## src/rtl/uart_pkt_pkg.sv

```systemverilog
// Shared types and constants for the UART packet parser.
package uart_pkt_pkg;

   typedef enum logic [2:0] {
      IDLE,
      LEN,
      PAYLOAD,
      CHK,
      EMIT
   } state_e;

   localparam logic [1:0] ERR_NONE    = 2'b00;
   localparam logic [1:0] ERR_LEN     = 2'b01;
   localparam logic [1:0] ERR_CHK     = 2'b10;
   localparam logic [1:0] ERR_TIMEOUT = 2'b11;

   localparam logic [7:0] SOF_DEFAULT = 8'hA5;

endpackage

```

## src/rtl/uart_byte_strobe.sv

```systemverilog
// Turns the receiver's level-style valid into a single-cycle byte event,
// and acks each accepted byte one cycle later.
module uart_byte_strobe (
   input  logic       clk,
   input  logic       rst,
   input  logic [7:0] rx_data_i,
   input  logic       rx_valid_i,
   output logic       byte_evt_o,
   output logic [7:0] byte_o,
   output logic       rx_ack_o
);

   logic rx_valid_q;
   logic rx_ack_q;

   assign byte_evt_o = rx_valid_i & ~rx_valid_q;
   assign byte_o     = rx_data_i;
   assign rx_ack_o   = rx_ack_q;

   always_ff @(posedge clk or posedge rst) begin
      if (rst) begin
         rx_valid_q <= 1'b0;
         rx_ack_q   <= 1'b0;
      end else begin
         rx_valid_q <= rx_valid_i;
         rx_ack_q   <= byte_evt_o;
      end
   end

endmodule

```

## src/rtl/uart_pkt_parser.sv

```systemverilog
// Frames SOF/LEN/payload/CHK packets, verifies XOR checksum, streams payload.
// Optional inter-byte timeout is built when UART_PKT_TIMEOUT_EN is defined.
//   state   | meaning
//   IDLE    | hunting for SOF
//   LEN     | waiting for length byte
//   PAYLOAD | buffering payload bytes
//   CHK     | waiting for checksum byte
//   EMIT    | streaming buffered payload downstream
module uart_pkt_parser
   import uart_pkt_pkg::*;
#(
   parameter logic [7:0] SOF_BYTE    = SOF_DEFAULT,
   parameter int         MAX_LEN     = 16,
   parameter int         TIMEOUT_CYC = 40000
) (
   input  logic       clk,
   input  logic       rst,
   input  logic [7:0] rx_data_i,
   input  logic       rx_valid_i,
   output logic       rx_ack_o,
   output logic [7:0] pkt_data_o,
   output logic       pkt_valid_o,
   input  logic       pkt_ready_i,
   output logic       pkt_last_o,
   output logic [7:0] pkt_len_o,
   output logic       pkt_err_o,
   output logic [1:0] err_code_o
);

   localparam int         IW        = (MAX_LEN > 1) ? $clog2(MAX_LEN) : 1;
   localparam logic [7:0] MAX_LEN_B = 8'(MAX_LEN);

   logic          evt;
   logic [7:0]    rx_byte;
   logic          tmo_fire;

   state_e        state_q;
   logic [7:0]    len_q;
   logic [7:0]    chk_q;
   logic [IW-1:0] idx_q;
   logic [IW-1:0] idx_inc_d;
   logic [7:0]    mem_q [MAX_LEN];
   logic [7:0]    pkt_data_q;
   logic          pkt_valid_q;
   logic          pkt_last_q;
   logic          pkt_err_q;
   logic [1:0]    err_code_q;

   uart_byte_strobe u_strobe (
      .clk        (clk),
      .rst        (rst),
      .rx_data_i  (rx_data_i),
      .rx_valid_i (rx_valid_i),
      .byte_evt_o (evt),
      .byte_o     (rx_byte),
      .rx_ack_o   (rx_ack_o)
   );

   assign idx_inc_d = idx_q + 1'b1;

`ifdef UART_PKT_TIMEOUT_EN
   logic [31:0] tmo_q;
   logic        in_pkt;

   assign in_pkt   = state_q inside {LEN, PAYLOAD, CHK};
   // A byte in the expiry cycle wins over the timeout.
   assign tmo_fire = in_pkt && !evt && (tmo_q == 32'(TIMEOUT_CYC - 1));

   always_ff @(posedge clk or posedge rst) begin
      if (rst) begin
         tmo_q <= '0;
      end else if (!in_pkt || evt || tmo_fire) begin
         tmo_q <= '0;
      end else begin
         tmo_q <= tmo_q + 32'd1;
      end
   end
`else
   assign tmo_fire = 1'b0;
   if (TIMEOUT_CYC < 1) begin : g_tmo_unused
   end
`endif

   // Payload buffer has no reset; contents are only read after being written.
   always_ff @(posedge clk) begin
      if (state_q == PAYLOAD && evt) begin
         mem_q[idx_q] <= rx_byte;
      end
   end

   always_ff @(posedge clk or posedge rst) begin
      if (rst) begin
         state_q     <= IDLE;
         len_q       <= '0;
         chk_q       <= '0;
         idx_q       <= '0;
         pkt_data_q  <= '0;
         pkt_valid_q <= 1'b0;
         pkt_last_q  <= 1'b0;
         pkt_err_q   <= 1'b0;
         err_code_q  <= ERR_NONE;
      end else begin
         pkt_err_q <= 1'b0;
         case (state_q)
            IDLE: begin
               if (evt && rx_byte == SOF_BYTE) state_q <= LEN;
            end
            LEN: begin
               if (evt) begin
                  if (rx_byte == 8'd0 || rx_byte > MAX_LEN_B) begin
                     pkt_err_q  <= 1'b1;
                     err_code_q <= ERR_LEN;
                     state_q    <= IDLE;
                  end else begin
                     len_q   <= rx_byte;
                     chk_q   <= rx_byte;
                     idx_q   <= '0;
                     state_q <= PAYLOAD;
                  end
               end
            end
            PAYLOAD: begin
               if (evt) begin
                  chk_q <= chk_q ^ rx_byte;
                  idx_q <= idx_inc_d;
                  if (8'(idx_q) == len_q - 8'd1) state_q <= CHK;
               end
            end
            CHK: begin
               if (evt) begin
                  if (rx_byte == chk_q) begin
                     idx_q   <= '0;
                     state_q <= EMIT;
                  end else begin
                     pkt_err_q  <= 1'b1;
                     err_code_q <= ERR_CHK;
                     state_q    <= IDLE;
                  end
               end
            end
            EMIT: begin
               // idx_q always points at the byte currently presented.
               if (!pkt_valid_q) begin
                  pkt_valid_q <= 1'b1;
                  pkt_data_q  <= mem_q[idx_q];
                  pkt_last_q  <= (8'(idx_q) == len_q - 8'd1);
               end else if (pkt_ready_i) begin
                  if (pkt_last_q) begin
                     pkt_valid_q <= 1'b0;
                     pkt_last_q  <= 1'b0;
                     state_q     <= IDLE;
                  end else begin
                     idx_q      <= idx_inc_d;
                     pkt_data_q <= mem_q[idx_inc_d];
                     pkt_last_q <= (8'(idx_inc_d) == len_q - 8'd1);
                  end
               end
            end
            default: state_q <= IDLE;
         endcase
         if (tmo_fire) begin
            pkt_err_q  <= 1'b1;
            err_code_q <= ERR_TIMEOUT;
            state_q    <= IDLE;
         end
      end
   end

   assign pkt_data_o  = pkt_data_q;
   assign pkt_valid_o = pkt_valid_q;
   assign pkt_last_o  = pkt_last_q;
   assign pkt_len_o   = len_q;
   assign pkt_err_o   = pkt_err_q;
   assign err_code_o  = err_code_q;

endmodule
```

## config.mk

```make
export PLATFORM = sky130hd
export DESIGN_NAME = uart_pkt_parser
export DESIGN_NICKNAME = d
export VERILOG_FILES = /design/src/rtl/uart_pkt_pkg.sv /design/src/rtl/uart_byte_strobe.sv /design/src/rtl/uart_pkt_parser.sv
export SDC_FILE = /design/constraint.sdc
export NUM_CORES = 1
export LEC_CHECK = 0
export BUFFER_PORTS_ARGS = -buffer_cell sky130_fd_sc_hd__buf_4
export CORE_MARGIN = 2
export CORE_UTILIZATION = 45
export CTS_CLUSTER_SIZE = 24
export DETAILED_ROUTE_END_ITERATION = 10
export PLACE_DENSITY_LB_ADDON = 0.25
export SKIP_LAST_GASP = 1
export SYNTH_ARGS = -nofsm -noshare
export SYNTH_HDL_FRONTEND = slang
export SYNTH_SLANG_ARGS = --single-unit
```

## constraint.sdc

```tcl
create_clock -name clk -period 2.8 [get_ports clk]
set_input_delay 0.14 -clock clk [delete_from_list [all_inputs] [get_ports clk]]
set_output_delay 0.14 -clock clk [all_outputs]
set_load 0.01 [all_outputs]
```

Yosys cells after proc, flatten, opt, wreduce, memory -nomap -nowiden
Memory sizes are Yosys's and may differ from the RTL's.
Cells that the tools add are included.
{"block": "totals", "ff_bits": 38, "ramBits": 128, "inputBits": 12, "wordCells": 102, "n_memories": 1}
{"block": "op_classes", "addsub": 2, "magnitude_cmp": 1, "eq_ne": 23, "mux": 45, "bitwise": 4, "reduce_logical": 15}
{"name": "mem_q", "words": 16, "word_bits": 8, "rd": 2, "rd_ports_with_merged_regs": 0, "write_ports": 1, "line": "uart_pkt_parser.sv:42", "source": "logic [7:0] mem_q [MAX_LEN];"}
{"op": "$mux 8", "n": 6}
{"op": "$mux 4", "n": 8}
{"op": "$ne 2x2->1 const B", "n": 14}
{"op": "$mux 3", "n": 9}
{"op": "$eq 4x8->1", "n": 2}
{"op": "$pmux 4 s4", "n": 1}
{"op": "$pmux 8 s2", "n": 1}
{"op": "$pmux 3 s5", "n": 1}
{"op": "$mux 1", "n": 12}
{"op": "$mux 2", "n": 5}
{"op": "$reduce_and 9->1", "n": 1}
{"op": "$eq 8x8->1", "n": 1}
{"op": "$eq 8x8->1 const B", "n": 1}
{"op": "$gt 8x5->1 const B", "n": 1}
{"op": "$logic_not 8->1", "n": 1}
{"op": "$reduce_and 8->1", "n": 1}
{"op": "$sub 8x1->8 const B", "n": 1}
{"op": "$xor 8x8->8", "n": 1}
{"op": "$eq 3x2->1 const B", "n": 2}
{"op": "$reduce_and 3->1", "n": 2}
{"op": "$reduce_and 5->1", "n": 1}
{"op": "$add 4x1->4 const B", "n": 1}
{"op": "$pmux 2 s2", "n": 1}
{"op": "$reduce_and 4->1", "n": 1}
{"op": "other kinds (12)", "n": 15}

Logic depth before layout (Yosys ltp)
{"block": "logic_depth", "ltp_word": 5, "mapped_depth": 11, "depth_no_buf": 7}

Modules after synthesis
Synthesis repeated with hierarchy kept, for this count alone.
{"block": "unflattened", "cells_unflattened": 567, "hier_area_um2": 8247.9}
{"mod": "uart_pkt_parser", "instances": 1, "cells_each": 555, "area_per_inst_um2": 8120.3, "seq_area_each_um2": 4744.6}
{"mod": "uart_byte_strobe", "instances": 1, "cells_each": 12, "area_per_inst_um2": 127.6, "seq_area_each_um2": 50.0}

Worst setup path before layout
No wires, ideal clock.
{"block": "synth_path", "path_type": "register to register", "start": "register idx_q[0]", "end": "register pkt_data_q[1], in the netlist pkt_data_o[1]", "setup_time_ns": 0.122, "arrival_ns": 2.731, "required_ns": 2.678, "setup_slack_ns": -0.052, "path_stages_with_launch": 12, "n_path_buf": 5, "path_cell_list": "dfrtp_1 > buf_6 > buf_6 > clkbuf_1 > inv_1 > ha_1 > buf_2 > buf_2 > mux4_2 > nand2_1 > nand3_1 > a32o_1"}
{"block": "synth_via", "elab_chain_cells": 5}
{"item": "from (decl)", "line": "uart_pkt_parser.sv:40", "source": "logic [IW-1:0] idx_q;"}
{"item": "from (signal assigned)", "line": "uart_pkt_parser.sv:125", "source": "idx_q <= idx_inc_d;"}
{"item": "from (signal assigned)", "line": "uart_pkt_parser.sv:153", "source": "idx_q <= idx_inc_d;"}
{"item": "$add 4x1->4", "line": "uart_pkt_parser.sv:59", "source": "assign idx_inc_d = idx_q + 1'b1;"}
{"item": "$mem_v2 16x8 *"}
{"item": "$mux 8", "line": "uart_pkt_parser.sv:148", "source": "if (pkt_last_q) begin"}
{"item": "$mux 8", "line": "uart_pkt_parser.sv:147", "source": "end else if (pkt_ready_i) begin"}
{"item": "$mux 8 *", "line": "uart_pkt_parser.sv:143", "source": "if (!pkt_valid_q) begin"}
{"item": "to (signal assigned)", "line": "uart_pkt_parser.sv:145", "source": "pkt_data_q <= mem_q[idx_q];"}
{"item": "to (signal assigned)", "line": "uart_pkt_parser.sv:154", "source": "pkt_data_q <= mem_q[idx_inc_d];"}
{"item": "to (decl)", "line": "uart_pkt_parser.sv:43", "source": "logic [7:0] pkt_data_q;"}
Every way passes the cells marked *; elsewhere a longest branch is shown, timed or not. The select of a mux whose other input is x is not followed.
A chain may end at the register's enable or synchronous reset.

Worst setup path in the final report
{"block": "layout_path", "start": "register idx_q[1]", "end": "register pkt_data_q[3], in the netlist pkt_data_o[3]"}
The elaborated chain is that of the path after synthesis.

==> results <==
- The largest fanout on the critical path is 30.
- The sequential share of the synthesized area is 0.585.
- The portion of total power attributed to combinational logic is 0.325.
- The via count normalized by instance count is 6.18.
- The final routed wirelength across all metal layers is 19,900 um.
- The switching power is 2.43 mW.
- The number of buffers and inverters on the critical path is 1.
- The clock tree root driver cell is sky130_fd_sc_hd__clkbuf_16.
- Of the total synthesized cell area, the portion taken by full adders, half adders and majority gates is 0.00763.
- After global routing the overflow that remains totals 0.
- The total negative setup slack is 0 ps.
- The number of failing hold endpoints at the final stage was 0.
- The area share of and/or/nand/nor cells after synthesis is 0.0954.
- The detailed placement HPWL is 13,300 um.
- The count of instances resized after the clock tree is built is 0.
- The most instantiated flip-flop cell in the synthesis netlist is sky130_fd_sc_hd__edfxtp_1.
- Fill cells in the final layout number 1,480.
- The multiplexer area fraction after synthesis is 0.185.
- The mean cell area of the mapped netlist is 15.0 sq um.
- The number of nets in the finished design is 606.
- Across the routed clock network, the largest skew measured is 9.37 ps.
- The number of enable-type register cells in the synthesized netlist is 128.
- The source of the critical timing path is idx_q[1].
- The depth of the worst register-to-register path is 6.
- The internal portion of the total power is 5.03 mW.
- The top-level port count is 34.
- The layout cell share with drive strength beyond 1 is 0.267.
- Relative to the synthesized area, the layout overhead comes to 13.8%.
- The path with the worst hold slack has its endpoint at mem_q[5][6].
- The via count is 5,138.
- Along the worst hold path, the cell count comes to 1.
- The residual DRC count is 0.
- The class of the tightest hold or removal check is primary input to flip-flop.
- The starting density of the core is 0.458.
- The final worst-path cycle share is 0.897.
- The clock reaches the later pin of the worst-skew pair after 430 ps.
- After technology mapping, the gate count stands at 547.
- The final setup violation count is 0.
- Of the post-synthesis cell area, the dominant cell type holds 0.469.
- The beginning of the worst register-to-register path is idx_q[1].
- Setup repair after global routing left no endpoint under its margin.
- Of all flip-flops after synthesis, the portion carrying an async set or reset was 0.229.
- The leakage power is 3.28 nW.
- Max-cap violations in this run came to 0.
- The critical-path cell with the highest stage delay is sky130_fd_sc_hd__and2_1.
- The transition time at the pin with the least slew margin is 1060 ps.
- The die width is 139 um.
- For this block, the initial DRC count from the detailed router was 446.
- The critical path is of the flip-flop to flip-flop type.
- Across every metal layer, demand over resource in global routing totals 0.216.
- The final critical delay including setup and external delays is 2510 ps.
- The number of nets produced by synthesis is 564.
- The number of global-route vias before repair came to 5,218.
- During synthesis, Yosys emitted a total of 0 warnings.
- Buffers inserted to repair hold after CTS numbered 2.
- The worst register-to-register path ends at pkt_data_o[3].
- The cell class contributing the biggest share of worst-path delay is simple AND/OR/NAND/NOR gates.
- The number of antenna violations at the first check in global routing was 0.
- The compound-gate portion of the synthesized area is 0.0710.
- The upper clock frequency limit is 0.398 GHz.
- The average wire per cell in the routed design is 23.9 um.
- The run finished with clean final reports.
- The switching part of the total is 0.326.
- In the post-synthesis netlist, the biggest area contributors are sky130_fd_sc_hd__edfxtp_1 (47%), sky130_fd_sc_hd__mux4_2 (14%), sky130_fd_sc_hd__dfrtp_1 (12%).
- The total clock sinks is 166.
- The region available for standard cell placement spans 17,900 sq um.
- The floorplan die height is 139 um.
- The clock-pin slew on the worst setup and hold paths is 60 ps.
- The beginning of the worst hold path is rx_data_i[6].
- Sorting the synthesized cells by how often they occur yields sky130_fd_sc_hd__edfxtp_1 (128), sky130_fd_sc_hd__mux4_2 (52), sky130_fd_sc_hd__nand2_1 (42).
- Of the total synthesized cell area, the portion taken by XOR and XNOR cells is 0.0270.
- The number of input and output port buffers inserted is 33.
- The number of clock buffers inserted by TritonCTS is 17.
- The register bit total from synthesis is 166.
- The die area is 19,300 sq um.
- The cell area after placement is 8750 sq um.
- The largest net degree at the start of global routing is 60.
- The share of total power dissipated in the clock network is 0.290.
- The H-tree depth reported by CTS is 4.
- In this run the core area contains 49 standard-cell rows.
- The number of buffers added for setup after CTS is 0.
- STA puts the critical path data arrival time at 2830 ps.
- TritonCTS built the clock tree.
- The wire length of the first global-routing pass is 30,900 um.
- The worst setup path is launched from a flip-flop.
- The relative slew slack is 0.288.
- Among all cell types in the netlist, the one instantiated most often is sky130_fd_sc_hd__edfxtp_1.
- By area, the combinational part of the netlist is dominated by multiplexers.
- At the worst endpoint, the required time is 3120 ps.
- The post-synthesis cell type with the largest combined area is sky130_fd_sc_hd__edfxtp_1.
- The number of antenna diodes in the final layout is 0.
- Once detail routing completed, the nets flagged for antenna violations numbered 0.
- The clock passes through at most 2 buffers.
- The element type at the critical path end is a flip-flop.
- The internal reg-to-reg setup slack is 290 ps.
- The power density over the cells is 800 nW/um^2.
- Walking the worst path, the cells encountered are buf_4, nand3_1, xor2_1, and2_1, nand3_1, a32o_1.
- The proportion of power drawn by flip-flops and latches is 0.385.
- The number of library cell types mapped by synthesis is 57.
- The finished cells cover 9320 sq um.
- The largest vdd supply drop is 0.000428 V.
- The most common cell type on the critical path is sky130_fd_sc_hd__nand3_1.
- The highest cell delay on the worst timing path is 480 ps.
- The max-slew violation total from the final report is 0.
- The global placer's final weighted congestion is 0.844.
- The synthesized netlist occupies a cell area of 8200 sq um.
- The number of iterations in the first detailed-routing pass is 5.
[power groups by stage]
stage | combinational [mW] | clock (mW) | sequential, mW
floorplan | 1.71 | 0 | 2.87
global placement | 2.39 | 0 | 2.91
detailed placement | 2.42 | 0 | 2.92
CTS | 2.44 | 2.19 | 2.87
global route | 2.60 | 2.30 | 2.88
finish | 2.43 | 2.16 | 2.87
[sequential cells by signal, summed over array words and instances, names as in the netlist, 2 cells and up]
name        flops
pkt_data_o      8
state_q         3
mem_q         128
err_code_o      2
pkt_len_o       8
chk_q           8
idx_q           4
[area by class of cell]
type                    count  area (sq um)  area share
inverters                   7          26.3     0.00282
clock inverters            12          96.3      0.0103
flip-flops and latches    166          4800       0.515
well taps                 229           287      0.0307
repair buffers             62           495      0.0531
clock buffers              20           457      0.0490
multi-input cells         335          3160       0.339
[layout by cell type (no fill, tap or decap), drive strengths merged, types with 7 or more instances in the layout]
cell and n:
xor2 7, mux4 56, a211oi 10, edfxtp 128, dfrtp 38, xnor2 14, o21ai 10, o22ai 9
inv 9, nor3 9, and2 11, mux2i 17, nand3 29, nand2 42, nor2 23, clkbuf 20
a22oi 8, a21oi 14, nand3b 7, buf 60, a32o 10
[through the flow]
step,total power [mW],worst slack [ps],cells,util,hold WS (ps)
finish,7.46,289,831,0.521,106
global route,7.78,253,831,0.521,97.2
CTS,7.50,309,831,0.521,90.7
detailed placement,5.34,314,797,0.489,260
global placement,5.31,340,797,0.489,258
floorplan,4.58,91.1,547,-,171
[worst max-delay path by stage]
stage | end | slack, ps | cells past startpoint
6_report | pkt_data_o[3] | 290 | 6
5_1_grt | pkt_data_o[3] | 250 | 6
4_1_cts | pkt_data_o[2] | 310 | 6
3_5_place_dp | pkt_data_o[2] | 310 | 6
3_3_place_gp | pkt_data_o[2] | 340 | 6
2_1_floorplan | pkt_data_o[1] | 90 | 11
[per-layer routing]
layer  wire, um  part of all wire  global-route usage
met3       1390             0.070              0.0521
met5          0                 0                   0
met4        435             0.022              0.0760
met2       9690              0.49               0.342
met1       8390              0.42               0.294
[kinds of logic (layout without fill, tap and decap cells)]
family / Yosys count / in the layout
xor gates and xnor gates: 22 / 22
muxes: 79 / 79
adders and majority gates: 5 / 5
AOI/OAI and AO/OA: 80 / 80
and+or+nand+nor: 149 / 149
buffers and inverters: 46 / 101
DFF: 166 / 166
Note: power is estimated with default switching activity, not from simulation.
